File: src/rtl/spart_pkg.sv
// Shared types and constants for the SPART write sink: TX FSM states,
// window offsets and the FIFO entry layout.
package spart_pkg;

   typedef enum logic [2:0] {
      ST_IDLE,
      ST_START,
      ST_DATA,
      ST_PAR,
      ST_STOP
   } tx_state_t;

   localparam logic [3:0] SPART_OFF_BYTE = 4'h0;
   localparam logic [3:0] SPART_OFF_WORD = 4'h1;
   localparam logic [3:0] SPART_OFF_CLR  = 4'h2;

   // Length code stores (byte count - 1).
   localparam logic [1:0] SPART_LEN_BYTE = 2'd0;
   localparam logic [1:0] SPART_LEN_WORD = 2'd3;

   typedef struct packed {
      logic [31:0] data;
      logic [1:0]  len;
   } spart_entry_t;

endpackage

File: src/rtl/spart_tx_fifo.sv
// Synchronous FIFO of SPART TX entries (32-bit data + 2-bit length code).
// Head entry is presented combinationally on dout.
module spart_tx_fifo
   import spart_pkg::*;
#(
   parameter int DEPTH = 8,
   parameter int AW    = $clog2(DEPTH)
) (
   input  logic         clk,
   input  logic         rst,
   input  logic         push,
   input  logic         pop,
   input  spart_entry_t din,
   output spart_entry_t dout,
   output logic         full,
   output logic         empty,
   output logic [AW:0]  count
);

   localparam int CW = AW + 1;

   spart_entry_t  mem [DEPTH];
   logic [AW-1:0] wr_ptr;
   logic [AW-1:0] rd_ptr;

   always_ff @(posedge clk) begin
      if (push) mem[wr_ptr] <= din;
   end

   always_ff @(posedge clk or negedge rst) begin
      if (!rst) begin
         wr_ptr <= '0;
         rd_ptr <= '0;
         count  <= '0;
      end else begin
         if (push) wr_ptr <= wr_ptr + AW'(1);
         if (pop)  rd_ptr <= rd_ptr + AW'(1);
         case ({push, pop})
            2'b10:   count <= count + CW'(1);
            2'b01:   count <= count - CW'(1);
            default: ;
         endcase
      end
   end

   assign dout  = mem[rd_ptr];
   assign full  = (count == CW'(DEPTH));
   assign empty = (count == '0);

endmodule

File: src/rtl/spart_wr_sink.sv
// SPART store sink: decodes CPU writes into the SPART window, queues them and
// serializes each entry onto a UART TX line. Define SPART_PARITY_EN for 8E1 frames.
module spart_wr_sink
   import spart_pkg::*;
#(
   parameter int          FIFO_DEPTH = 8,
   parameter int          CLK_DIV    = 434,
   parameter logic [31:0] WIN_BASE   = 32'hFFFF_FFF0
) (
   input  logic        clk,
   input  logic        rst,
   input  logic        spart_wrt_en,
   input  logic [31:0] spart_wrt_add,
   input  logic [31:0] spart_wrt_data,
   output logic        txd,
   output logic        tx_busy,
   output logic        fifo_full,
   output logic [7:0]  ovf_cnt
);

   localparam int AW    = $clog2(FIFO_DEPTH);
   localparam int CNT_W = $clog2(CLK_DIV);

   logic         hit, is_push, is_clr, accept, drop;
   logic [3:0]   off;
   spart_entry_t din, head;
   logic         pop, empty, full;
   logic [AW:0]  count;

   tx_state_t    state, state_nx;
   logic [CNT_W-1:0] bit_cnt, bit_cnt_nx;
   logic [2:0]   bit_idx, bit_idx_nx;
   logic [31:0]  shreg, shreg_nx;
   logic [2:0]   bytes_left, bytes_left_nx;
   logic [7:0]   cur_byte;
   logic         bit_end, txd_nx;

   // Address decode; no back-pressure, so a full FIFO drops unless popping now.
   assign off     = spart_wrt_add[3:0];
   assign hit     = spart_wrt_en && (spart_wrt_add[31:4] == WIN_BASE[31:4]);
   assign is_push = hit && ((off == SPART_OFF_BYTE) || (off == SPART_OFF_WORD));
   assign is_clr  = hit && (off == SPART_OFF_CLR);
   assign accept  = is_push && (!full || pop);
   assign drop    = is_push && !accept;

   assign din.data = (off == SPART_OFF_WORD) ? spart_wrt_data : {24'h0, spart_wrt_data[7:0]};
   assign din.len  = (off == SPART_OFF_WORD) ? SPART_LEN_WORD : SPART_LEN_BYTE;

   spart_tx_fifo #(.DEPTH(FIFO_DEPTH)) u_fifo (
      .clk   (clk),
      .rst   (rst),
      .push  (accept),
      .pop   (pop),
      .din   (din),
      .dout  (head),
      .full  (full),
      .empty (empty),
      .count (count)
   );

   always_ff @(posedge clk or negedge rst) begin
      if (!rst) begin
         ovf_cnt <= '0;
      end else if (is_clr) begin
         ovf_cnt <= '0;
      end else if (drop && (ovf_cnt != 8'hFF)) begin
         ovf_cnt <= ovf_cnt + 8'd1;
      end
   end

   assign bit_end = (bit_cnt == CNT_W'(CLK_DIV - 1));

   always_comb begin
      state_nx      = state;
      bit_cnt_nx    = bit_cnt;
      bit_idx_nx    = bit_idx;
      shreg_nx      = shreg;
      bytes_left_nx = bytes_left;
      pop           = 1'b0;
      if (state != ST_IDLE) bit_cnt_nx = bit_end ? '0 : bit_cnt + CNT_W'(1);
      case (state)
         ST_IDLE: begin
            if (!empty) begin
               pop           = 1'b1;
               shreg_nx      = head.data;
               bytes_left_nx = {1'b0, head.len} + 3'd1;
               bit_cnt_nx    = '0;
               state_nx      = ST_START;
            end
         end
         ST_START: begin
            if (bit_end) begin
               bit_idx_nx = 3'd0;
               state_nx   = ST_DATA;
            end
         end
         ST_DATA: begin
            if (bit_end) begin
               if (bit_idx == 3'd7) begin
`ifdef SPART_PARITY_EN
                  state_nx = ST_PAR;
`else
                  state_nx = ST_STOP;
`endif
               end else begin
                  bit_idx_nx = bit_idx + 3'd1;
               end
            end
         end
`ifdef SPART_PARITY_EN
         ST_PAR: begin
            if (bit_end) state_nx = ST_STOP;
         end
`endif
         ST_STOP: begin
            if (bit_end) begin
               // Remaining bytes of a WORD follow with no idle gap.
               if (bytes_left > 3'd1) begin
                  bytes_left_nx = bytes_left - 3'd1;
                  shreg_nx      = shreg >> 8;
                  state_nx      = ST_START;
               end else begin
                  state_nx = ST_IDLE;
               end
            end
         end
         default: state_nx = ST_IDLE;
      endcase

      // txd is registered, so it is derived from the next-state values.
      cur_byte = shreg_nx[7:0];
      case (state_nx)
         ST_START: txd_nx = 1'b0;
         ST_DATA:  txd_nx = cur_byte[bit_idx_nx];
`ifdef SPART_PARITY_EN
         ST_PAR:   txd_nx = ^cur_byte;
`endif
         default:  txd_nx = 1'b1;
      endcase
   end

   always_ff @(posedge clk or negedge rst) begin
      if (!rst) begin
         state      <= ST_IDLE;
         bit_cnt    <= '0;
         bit_idx    <= '0;
         shreg      <= '0;
         bytes_left <= '0;
         txd        <= 1'b1;
      end else begin
         state      <= state_nx;
         bit_cnt    <= bit_cnt_nx;
         bit_idx    <= bit_idx_nx;
         shreg      <= shreg_nx;
         bytes_left <= bytes_left_nx;
         txd        <= txd_nx;
      end
   end

   assign tx_busy   = (state != ST_IDLE) || (count != '0);
   assign fifo_full = full;

endmodule

File: config.mk
export PLATFORM = sky130hd
export DESIGN_NAME = spart_wr_sink
export DESIGN_NICKNAME = d
export VERILOG_FILES = /design/src/rtl/spart_pkg.sv /design/src/rtl/spart_tx_fifo.sv /design/src/rtl/spart_wr_sink.sv
export SDC_FILE = /design/constraint.sdc
export NUM_CORES = 1
export LEC_CHECK = 0
export CAP_MARGIN = 30
export CORE_ASPECT_RATIO = 0.8
export CORE_UTILIZATION = 39
export CTS_BUF_LIST = sky130_fd_sc_hd__clkbuf_4
export DETAILED_ROUTE_END_ITERATION = 10
export PLACE_DENSITY_LB_ADDON = 0.15
export SYNTH_ARGS = -nofsm -noshare
export SYNTH_HDL_FRONTEND = slang
export SYNTH_SLANG_ARGS = --single-unit
File: constraint.sdc
create_clock -name clk -period 5.5 [get_ports clk]
set_input_delay 0.55 -clock clk [delete_from_list [all_inputs] [get_ports clk]]
set_output_delay 0.55 -clock clk [all_outputs]
set_load 0.02 [all_outputs]
; ---- Word level (Yosys, flattened, before mapping)
; Memory sizes are Yosys's and may differ from the RTL's.
; Index checks and enable logic that the tools add are counted.
[totals]
regBits = 69
mem_bits_rw = 272
input_bits = 67
out_inout_bits = 11
elab_cells = 95
memories = 1
[memory_table]
columns = memory, depth, word_bits, rd, rd_clocked_by_memory_dff, write_ports, line
row1 = u_fifo.mem, 8, 34, 1, 0, 1, spart_tx_fifo.sv:22  ; spart_entry_t mem [DEPTH];
[op_classes]
addsub = 9
order_cmp = 2
eq_ne = 17
mux = 35
n_reduce_logical = 20
[op_table]
columns = cell, n
row1 = $mux W32, 4
row2 = $pmux W32 S2, 1
row3 = $mux W9, 4
row4 = $mux W3, 11
row5 = $eq A28 B28 Y1 const B, 1
row6 = $mux W8, 2
row7 = $pmux W3 S2, 2
row8 = $pmux W3 S4, 1
row9 = $add A3 B1 Y3 const B, 3
row10 = $add A9 B1 Y9 const B, 1
row11 = $eq A9 B9 Y1 const B, 1
row12 = $add A8 B1 Y8 const B, 1
row13 = $logic_not A4 Y1, 2
row14 = $ne A8 B8 Y1 const B, 1
row15 = $pmux W4 S2, 1
row16 = $eq A3 B1 Y1 const B, 2
row17 = $eq A3 B2 Y1 const B, 2
row18 = $eq A3 B3 Y1 const B, 2
row19 = $logic_and A1 B1 Y1, 6
row20 = $mux W1, 6
row21 = $ne A2 B2 Y1 const B, 3
row22 = $reduce_bool A2 Y1, 3
row23 = $add A4 B1 Y4 const B, 1
row24 = $eq A4 B1 Y1 const B, 1
row25 = other kinds (18), 21

; ---- Logic depth before layout (Yosys ltp)
; Gate-level depths: netlist (run 1).
[logic_depth]
depth_word = 10
depth_mapped = 12
depth_no_buf = 10

; ---- Cells and area by module
; From an unflattened synthesis (run 1), not the netlist that was laid out.
[hier_totals]
cells_unflattened = 815
area_unflattened_um2 = 14066.0
[modules_own_cells]
columns = module, instances, cells_each, area_each_um2, seq_area_each_um2
row1 = spart_tx_fifo, 1, 449, 10812.9, 8418.1
row2 = spart_wr_sink, 1, 366, 3253.1, 1477.7

; ---- Worst setup path before layout (run 1)
; OpenSTA, ideal clock, no wires.
[synth_path]
kind = input -> register
from = in spart_wrt_add[1]
to = mem u_fifo.mem[1][10] (netlist name), enable pin
arrival_time_ns = 4.004
path_slack_ns = 1.031
stages = 4
cell_sequence = nor3_1 nand4_1 or2_2 nor3_1
[synth_between]
elab_chain_cells = 6
word_cells_on_any_way = 7
classes_between = 1 x eq/ne / 2 x mux / 4 x reduce/logical
[synth_lines]
columns = item, line
row1 = "start, declared", spart_wr_sink.sv:13  ; input logic [31:0] spart_wrt_add,
row2 = $eq A4 B1 Y1 or $logic_not A4 Y1 (tied branches), spart_wr_sink.sv:41  ; assign is_push = hit && ((off == SPART_OFF_BYTE) || (off == SPART_OFF_WORD));
row3 = $logic_or A1 B1 Y1 (*), spart_wr_sink.sv:41
row4 = $logic_and A1 B1 Y1 (*), spart_wr_sink.sv:41
row5 = $logic_and A1 B1 Y1 (*), spart_wr_sink.sv:43  ; assign accept = is_push && (!full || pop);
row6 = $mux W1 (*), spart_tx_fifo.sv:27  ; if (push) mem[wr_ptr] <= din;
row7 = $mux W1 (not written as such) (*), spart_tx_fifo.sv:27
row8 = "end, declared", spart_tx_fifo.sv:22
; Mark *: on every way between the ends. The rest lies on a longest branch, timed or not.

; ---- Worst setup path in the final report (run 1)
[layout_path]
from = reg state[2]
to = mem u_fifo.mem[2][23] (netlist name), enable pin
[layout_between]
elab_chain_cells = 6
[layout_lines]
columns = item, line
row1 = "start, declared", spart_wr_sink.sv:30  ; tx_state_t state, state_nx;
row2 = "start signal, assigned", spart_wr_sink.sv:151  ; state <= state_nx;
row3 = $logic_not A3 Y1, spart_wr_sink.sv:81  ; case (state)
row4 = $mux W1, spart_wr_sink.sv:81
row5 = $logic_or A1 B1 Y1, spart_wr_sink.sv:43
row6 = $logic_and A1 B1 Y1, spart_wr_sink.sv:43
row7 = $mux W1, spart_tx_fifo.sv:27
row8 = $mux W1 (not written as such), spart_tx_fifo.sv:27
; No other way between the ends.

==> impl_metrics.yaml, run 1 <==
sta:
  fmax_ghz: 0.2787
  hold_viol_final: 0
  worstMarginPinSlew_ns: 1.000
  hold-worst-slack_ns: 0.1450
  timing.final.ws_setup_ns: 1.912
  tns_ns: 0
  min_period_over_period_pct: 65.23
  rsz0062_at_grt: "no"
  skew_ns: 0.04769
  maxSlewViolCount: 0
  maxSlewHeadroom_pct: 33.17
  setup-violations-final: 0
  min_period_ns: 3.588
critical_path:
  startpoint_type: "flip-flop"
  r2r_cells: 6
  critical_path.endpoint: "u_fifo.mem[2][23]"
  endpoint_kind: "flip-flop"
  worstSetupPathType: "flip-flop to flip-flop"
  r2r-end: "u_fifo.mem[2][23]"
  arrival_ns: 4.02
  worstPathRequired_ns: 5.93
  regToRegSetupSlack_ns: 1.91
  critPathLaunch: "state[2]"
  r2r_start: "state[2]"
  crit_fanout: 23
pwr:
  p_sw_mw: 1.028
  power.internal_mw: 3.801
  pwr-share-clk_pct: 42.3
  ir_drop_mv: 0.1598
  combPwrFrac_pct: 1.8
  power.density_nw_per_um2: 297.6
  swShare_pct: 21.28
  seqPwrFrac_pct: 55.9
  p_leak_nw: 5.291
cts:
  htree_levels: 3
  clk_latency_ns: 0.74
  clockRootBuffer: "clkbuf_4"
  cts_buffers: 83
  clockBufferDepth: 3
  cts_tree: "done"
  clkTransAtPathRegs_ns: 0.06
  cts_num_sinks: 333
cells_and_area:
  final_common_cell: "edfxtp_1"
  finalNonFillerCells: 1480
  mostFrequentLayoutCells: "edfxtp_1, clkbuf_4, clkdlybuf4s50_1"
  fin_nets: 1020
  drive_gt1_share_pct: 25.02
  multi_input_area_sq_um: 3876
  nFillCells: 3045
  ff_latch_area_sq_um: 9664
  syn_to_final_growth_pct: 18.15
yosys:
  syn-mean-instance-area_sq_um: 17.17
  async_flop_share_pct: 20.72
  synth_edf_count: 264
  ys_warn_count: 0
  synth_ff_type: "edfxtp_1"
  ys_ff_latch: 333
  synth_nets: 878
  yosysSeqAreaShare_pct: 70.31
  ys_types: 58
  syn-cell-area_sq_um: 13730
  synth_cells: 800
placement:
  place_congestion: 0.7884
  placed_cells: 1327
  pre_cts_slack_ns: 1.646
  dp_hpwl_microns: 18650
  portBuffers: 77
global_route:
  grt_first_pass_wirelength_microns: 47330
  grt_pass1_vias: 7872
  grt_start_max_net_pins: 70
  antenna_found_initial: 1
  grt_overflow_total: 0
  grtUsageTotal_pct: 17.83
routing:
  wl_per_cell_microns: 20.57
  vias: 7621
  finalWirelength_microns: 30450
  drc_errors: 0
  first_pass_iters: 5
  drtIter0Drc: 590
  routed_via_density: 5.149
  drtAntennaViolNets: 0
worst_hold_path:
  min_path_type: "input port to async pin"
floorplan:
  core_sq_um: 34730
  die_h_microns: 169.8
  initial_utilization_pct: 39.55
  ios: 78
  dieArea_sq_um: 35970
  rows: 61
  dieWidth_microns: 211.8
flow_run:
  max_cap_viol_count: 0
run_status:
  status: "finished clean"
## flip-flops by register name, indices dropped and copies added (netlist names)
signal	flops
bytes_left	3
state	3
bit_cnt	9
u_fifo.wr_ptr	3
shreg	32
txd	1
ovf_cnt	8
u_fifo.mem	264
u_fifo.count	4
bit_idx	3
u_fifo.rd_ptr	3
## worst max-delay path, stage by stage (launching register included)
cell and delay (ns):
dfrtp_1 0.50, or3_1 0.65, nand2_1 0.23, nand4_1 0.29
nand2b_1 0.41, nor2_4 0.82, buf_4 0.36
## metrics by stage
stage	total power [mW]	utilization, %	area [sq um]
6_report	4.828	46.72	16230
5_1_grt	5.033	46.72	16230
4_1_cts	4.899	46.64	16200
3_5_place_dp	2.840	43.57	15130
3_3_place_gp	2.840	43.43	15080
2_1_floorplan	2.765	-	13730
## Yosys cell counts (all sizes together), types with 9 or more instances
cell | count | share of area (%)
o21ai | 41 | 1.5
inv | 19 | 0.52
buf | 24 | 0.97
and3 | 29 | 1.3
nand3 | 11 | 0.44
nand4 | 15 | 0.68
o22ai | 10 | 0.46
nand2 | 42 | 1.2
edfxtp | 264 | 58
clkbuf | 15 | 0.41
ha | 10 | 0.91
nor2 | 32 | 0.89
mux2i | 42 | 3.1
nor4 | 10 | 0.55
a22oi | 17 | 0.93
xnor2 | 9 | 0.57
a21oi | 9 | 0.33
mux4 | 66 | 11
dfrtp | 68 | 12
## cells by family after synthesis
logic type / after synthesis / synth area share (%)
buffers and inverters: 58 / 1.904
AOI/OAI and AO/OA: 98 / 4.783
and+or+nand+nor: 176 / 7.006
DFF: 333 / 70.31
adders and majority gates: 11 / 1.057
xor gates and xnor gates: 14 / 0.8929
muxes: 110 / 14.05
## power by group through the flow
stage               clock network (mW)  registers (mW)  logic [mW]
floorplan                            0            2.75      0.0102
global placement                     0            2.75      0.0856
detailed placement                   0            2.75      0.0858
CTS                               2.11            2.70      0.0867
global route                      2.24            2.70      0.0953
finish                            2.04            2.70      0.0871
## how the worst min path moves through the flow
stage | start | end | cells past startpoint
final | rst | ovf_cnt[4] | 2
after global routing | rst | ovf_cnt[4] | 2
after CTS | rst | bit_cnt[4] | 2
after detailed placement | shreg[13] | shreg[13] | 2
after global placement | bit_cnt[8] | bit_cnt[8] | 1
after floorplan | rst | bit_cnt[0] | 0
## routing by layer
metal,vias to the layer above,wire length [microns],global-route usage [%]
met2,160,14240,26.93
met3,49,1253,3.968
met5,-,0,0
met4,0,533,6.081
met1,3872,14420,25.51
li1,3540,-,-
## timing repair
action,4_1_cts,5_1_grt
resized for setup,0,0
setup buffers,0,0
hold buffers,1,0
hold endpoints to repair,68,0
## final cells by class
cell class	instances	area share (%)
multi-input combinational	409	23.89
antenna	1	0.01542
tap	472	3.640
inverter	19	0.4395
timing repair buffer	96	5.953
clock inverter	24	0.6709
sequential	333	59.56
clock buffer	126	5.830
(Power assumes the default switching activity.)
==> run 2: changes to the inputs <==
Clock period 5.5 ns to 2.9 ns, I/O delays scaled along.
==> run 2 against run 1 <==
- cell count up 2.4%
- sequential power up 90%
- total power up 92%
- clock skew up 0.0053 ns
- non-clock buffer count up 28
- sequential share of layout area down 1.4 points
- register-to-register slack worse by 1.7 ns
- clock power up 95%
- sequential cell count unchanged
- via count up 3.2%
- first-iteration DRC count down 48%
- worst hold slack worse by 0.017 ns
- critical endpoint is now tx_busy
- largest cell class unchanged
==> impl_metrics.yaml, run 2 (same netlist as run 1, synthesis figures left out) <==
run_status:
  status: "finished clean"
cts:
  cts_tree: "done"
  htree_levels: 3
  cts_setup_buffers: 0
  cts_buffers: 87
  clockRootBuffer: "clkbuf_4"
  clockBufferDepth: 3
  cts_num_sinks: 333
  clk_latency_ns: 0.71
  clkTransAtPathRegs_ns: 0.06
cells_and_area:
  mostFrequentLayoutCells: "edfxtp_1, clkbuf_4, clkdlybuf4s50_1"
  top_regs: "u_fifo.mem x264, shreg x32, bit_cnt x9"
  syn_to_final_growth_pct: 21.00
  multi_input_area_sq_um: 3892
  final_common_cell: "edfxtp_1"
  largest_reg_flops: 264
  ff_latch_area_sq_um: 9664
  fin_nets: 1052
  final_area_sq_um: 16620
  drive_gt1_share_pct: 26.97
  nFillCells: 3008
  regMostFlops: "u_fifo.mem"
global_route:
  grtUsageTotal_pct: 18.12
  grt_start_max_net_pins: 42
  antenna_found_initial: 1
  grt_overflow_total: 0
  grt_first_pass_wirelength_microns: 48320
  grt_pass1_vias: 8138
routing:
  drtIter0Drc: 306
  wl_per_cell_microns: 20.31
  met1_length_microns: 14800
  vias: 7865
  drc_errors: 0
  wl_met3_microns: 1070
  top_layer: "met4"
  finalWirelength_microns: 30770
  first_pass_iters: 7
  routed_via_density: 5.191
  met2_length_microns: 14230
  drtAntennaViolNets: 0
floorplan:
  core_sq_um: 34730
  rows: 61
  dieArea_sq_um: 35970
  dieWidth_microns: 211.8
  die_h_microns: 169.8
  ios: 78
  initial_utilization_pct: 39.55
critical_path:
  cp_num_buf_inv: 2
  crit_fanout: 7
  endpoint_kind: "primary output"
  crit_path_cell_trace: "or4_4, nor2_1, inv_1, dlygate4sd2_1"
  critical_path.endpoint: "tx_busy"
  startpoint_type: "flip-flop"
  path_delay_family: "simple AND/OR/NAND/NOR gates"
  arrival_ns: 2.39
  path_depth: 4
  max_stage_delay_ns: 0.59
  critPathLaunch: "u_fifo.count[0]"
  r2r_start: "bit_cnt[1]"
  r2r_cells: 10
  crit_slowest_cell: "or4_4"
  worstSetupPathType: "flip-flop to primary output"
  r2r-end: "txd"
  worstPathRequired_ns: 2.61
  regToRegSetupSlack_ns: 0.23
pwr:
  power.density_nw_per_um2: 557.4
  ir_drop_mv: 0.3076
  p_leak_nw: 5.456
sta:
  maxSlewHeadroom_pct: 57.87
  skew_ns: 0.05302
  fmax_ghz: 0.3732
  maxSlewViolCount: 0
  timing.final.ws_setup_ns: 0.2207
  hold_viol_final: 0
  min_period_over_period_pct: 92.39
  min_period_ns: 2.679
  worstMarginPinSlew_ns: 0.6272
  setup-violations-final: 0
  rsz0062_at_grt: "no"
flow_run:
  max_cap_viol_count: 0
placement:
  pre_cts_slack_ns: 0.06846
  placed_area_sq_um: 15490
  place_congestion: 0.7852
  portBuffers: 77
  dp_hpwl_microns: 18940
worst_hold_path:
  min_path_type: "input port to async pin"
[run 2: changes by cell type in the layout (fill, tap and decap cells not counted), moves of 2 or more]
cell	previous run	this run
nor3_2	3	1
buf_12	1	13
clkinv_1	14	21
buf_4	16	34
buf_16	2	0
nor3_4	0	2
inv_2	4	1
[run 2: area by class of cell]
cell class              instances  area share (%)
flip-flops and latches        333           58.16
multi-input cells             409           23.42
inverters                      19          0.4292
well taps                     472           3.554
diodes                          1         0.01506
clock buffers                 127           5.738
repair buffers                124           7.733
clock inverters                30          0.9487
[run 2: what timing repair did]
action | in CTS | in global routing
hold buffers | 1 | 0
gates resized for setup | 2 | 0
endpoints found under the hold margin | 54 | 0
setup endpoints to repair | 1 | 0
[run 2: worst min path at each step]
| stage | endpoint | slack, ns | depth (start not counted) |
|---|---|---|---|
| 5_1_grt | ovf_cnt[4] | 0.13 | 2 |
| 3_3_place_gp | ovf_cnt[5] | 0.31 | 1 |
| 2_1_floorplan | bit_cnt[0] | -0.006 | 0 |
| 6_report | ovf_cnt[3] | 0.13 | 2 |
| 4_1_cts | ovf_cnt[4] | 0.07 | 2 |
| 3_5_place_dp | ovf_cnt[5] | 0.31 | 1 |
[run 2: per-stage QoR]
step / cells / TNS, ns / utilization [%] / hold slack (ns) / power [mW]
after global routing: 1515 / 0 / 47.85 / 0.1324 / 9.656
after floorplan: 800 / -66.68 / - / -0.005591 / 5.244
after CTS: 1514 / 0 / 47.84 / 0.06941 / 9.416
after detailed placement: 1356 / 0 / 44.61 / 0.3094 / 5.390
final: 1515 / 0 / 47.85 / 0.1282 / 9.263
after global placement: 1356 / 0 / 44.61 / 0.3098 / 5.389
[run 2: where the power goes]
| part | total [mW] | switching [mW] | internal, mW |
|---|---|---|---|
| clock network | 3.97 | 1.86 | 2.11 |
| registers | 5.12 | 0.00000000236 | 5.12 |
| logic | 0.166 | 0.0770 | 0.0885 |
[run 2: metal layers]
metal	vias to the layer above	track usage (%)
met4	0	6.333
met2	165	27.53
met3	55	3.322
li1	3606	-
met5	-	0
met1	4039	26.21
==> run 3: changes to the inputs <==
Settings changed: CELL_PAD_IN_SITES_DETAIL_PLACEMENT from default to 1, CELL_PAD_IN_SITES_GLOBAL_PLACEMENT from default to 1.
==> run 3 against run 2 <==
- sequential cell count stayed put
- combinational power hardly changed
- design area is 0.29% lower
- total power is 1.5% lower
- sequential share of layout area is 0.15 points higher
- worst hold slack worse by 0.0018 ns
- register-to-register slack hardly changed
- critical path depth stayed put
- critical path type unchanged
- largest power group unchanged
- highest routed layer is now met5
==> impl_metrics.yaml, run 3 (same netlist as run 1, synthesis figures left out) <==
run_status:
  status: "finished clean"
sta:
  worstMarginPinSlew_ns: 0.6424
  hold_viol_final: 0
  maxSlewHeadroom_pct: 56.88
  rsz0062_at_grt: "no"
  min_period_over_period_pct: 94.10
  fmax_ghz: 0.3665
  maxSlewViolCount: 0
  min_period_ns: 2.729
  skew_ns: 0.05518
  setup-violations-final: 0
global_route:
  grtUsageTotal_pct: 19.16
  grt_overflow_total: 0
  grt_start_max_net_pins: 47
  grt_first_pass_wirelength_microns: 51360
  antenna_found_initial: 2
  grt_pass1_vias: 8799
cells_and_area:
  final_common_cell: "edfxtp_1"
  top_regs: "u_fifo.mem x264, shreg x32, bit_cnt x9"
  regMostFlops: "u_fifo.mem"
  finalNonFillerCells: 1504
  mostFrequentLayoutCells: "edfxtp_1, clkbuf_4, clkdlybuf4s50_1"
  fin_nets: 1050
  drive_gt1_share_pct: 27.26
  final_area_sq_um: 16570
  largest_reg_flops: 264
  final_core_util_pct: 47.71
  syn_to_final_growth_pct: 20.65
cts:
  htree_levels: 3
  clockRootBuffer: "clkbuf_4"
  cts_tree: "done"
  cts_num_sinks: 333
  cts_buffers: 86
  clockBufferDepth: 3
  clkTransAtPathRegs_ns: 0.07
  cts_setup_buffers: 0
  clk_latency_ns: 0.73
critical_path:
  endpoint_kind: "primary output"
  critPathLaunch: "u_fifo.count[0]"
  critical_path.endpoint: "tx_busy"
  regToRegSetupSlack_ns: 0.22
  crit_fanout: 7
  r2r-end: "txd"
  startpoint_type: "flip-flop"
  arrival_ns: 2.44
  r2r_start: "bit_cnt[1]"
  worstSetupPathType: "flip-flop to primary output"
  worstPathRequired_ns: 2.61
  r2r_cells: 10
placement:
  place_congestion: 0.8422
  dp_hpwl_microns: 21280
  placed_area_sq_um: 15520
  placed_cells: 1355
  portBuffers: 77
routing:
  drtIter0Drc: 345
  vias: 7926
  drtAntennaViolNets: 0
  routed_via_density: 5.270
  finalWirelength_microns: 32870
  drc_errors: 0
  wl_per_cell_microns: 21.85
  first_pass_iters: 6
floorplan:
  die_h_microns: 169.8
  initial_utilization_pct: 39.55
  rows: 61
  dieWidth_microns: 211.8
  dieArea_sq_um: 35970
  core_sq_um: 34730
  ios: 78
pwr:
  p_leak_nw: 5.435
  power.density_nw_per_um2: 550.7
  ir_drop_mv: 0.3048
worst_hold_path:
  min_path_type: "input port to async pin"
flow_run:
  max_cap_viol_count: 0
==> run 3: what timing repair did <==
| item | 4_1_cts | 5_1_grt |
|---|---|---|
| setup endpoints to repair | 1 | 2 |
| resized for setup | 3 | 2 |
| gates cloned | 0 | 0 |
| hold buffers | 1 | 0 |
| hold endpoints to repair | 23 | 0 |
==> run 3: per-layer routing <==
layer	GRT usage (%)	up-vias	share of wire [%]
met5	0	-	0.027
met4	7.372	2	2.2
met3	3.709	60	3.6
met2	30.86	163	49
met1	25.78	4112	45
li1	-	3589	-
==> run 3: report_power, final <==
group	leakage [nW]	internal, mW	switching, mW
clock	0.630	1.96	1.87
combinational	1.93	0.0893	0.0800
sequential	2.87	5.12	0.00000000268
==> run 3: critical path: stages, from the launching register on <==
cell and delay, ns:
dfrtp_1 0.45, or4_4 0.61, nor2_4 0.15, inv_1 0.15, dlygate4sd2_1 0.35
==> run 3: area by class of cell <==
cell class | count | area [sq um]
fill | 3363 | 18160
sequential | 333 | 9662
multi-input combinational | 409 | 3901
timing repair buffer | 123 | 1313
clock buffer | 124 | 930.9
tap | 472 | 590.6
clock inverter | 23 | 98.84
inverter | 19 | 71.32
antenna | 1 | 2.502
==> run 3: how the worst min path moves through the flow <==
stage | slack (ns) | depth (start not counted) | endpoint | from
2_1_floorplan | -0.006 | 0 | bit_cnt[0] | rst
4_1_cts | 0.08 | 2 | ovf_cnt[5] | rst
6_report | 0.13 | 2 | ovf_cnt[5] | rst
3_5_place_dp | 0.35 | 1 | bit_cnt[4] | rst
5_1_grt | 0.13 | 2 | ovf_cnt[5] | rst
3_3_place_gp | 0.33 | 1 | bit_cnt[6] | rst
==> run 3: metrics by stage <==
step | hold WS (ns) | power [mW] | TNS [ns] | worst slack, ns
CTS | 0.07762 | 9.286 | 0 | 0.02746
floorplan | -0.005591 | 5.244 | -66.68 | -0.5016
global route | 0.1268 | 9.504 | 0 | 0.01484
detailed placement | 0.3510 | 5.395 | -10.05 | -0.1616
finish | 0.1264 | 9.125 | 0 | 0.1711
global placement | 0.3288 | 5.389 | -11.82 | -0.1525
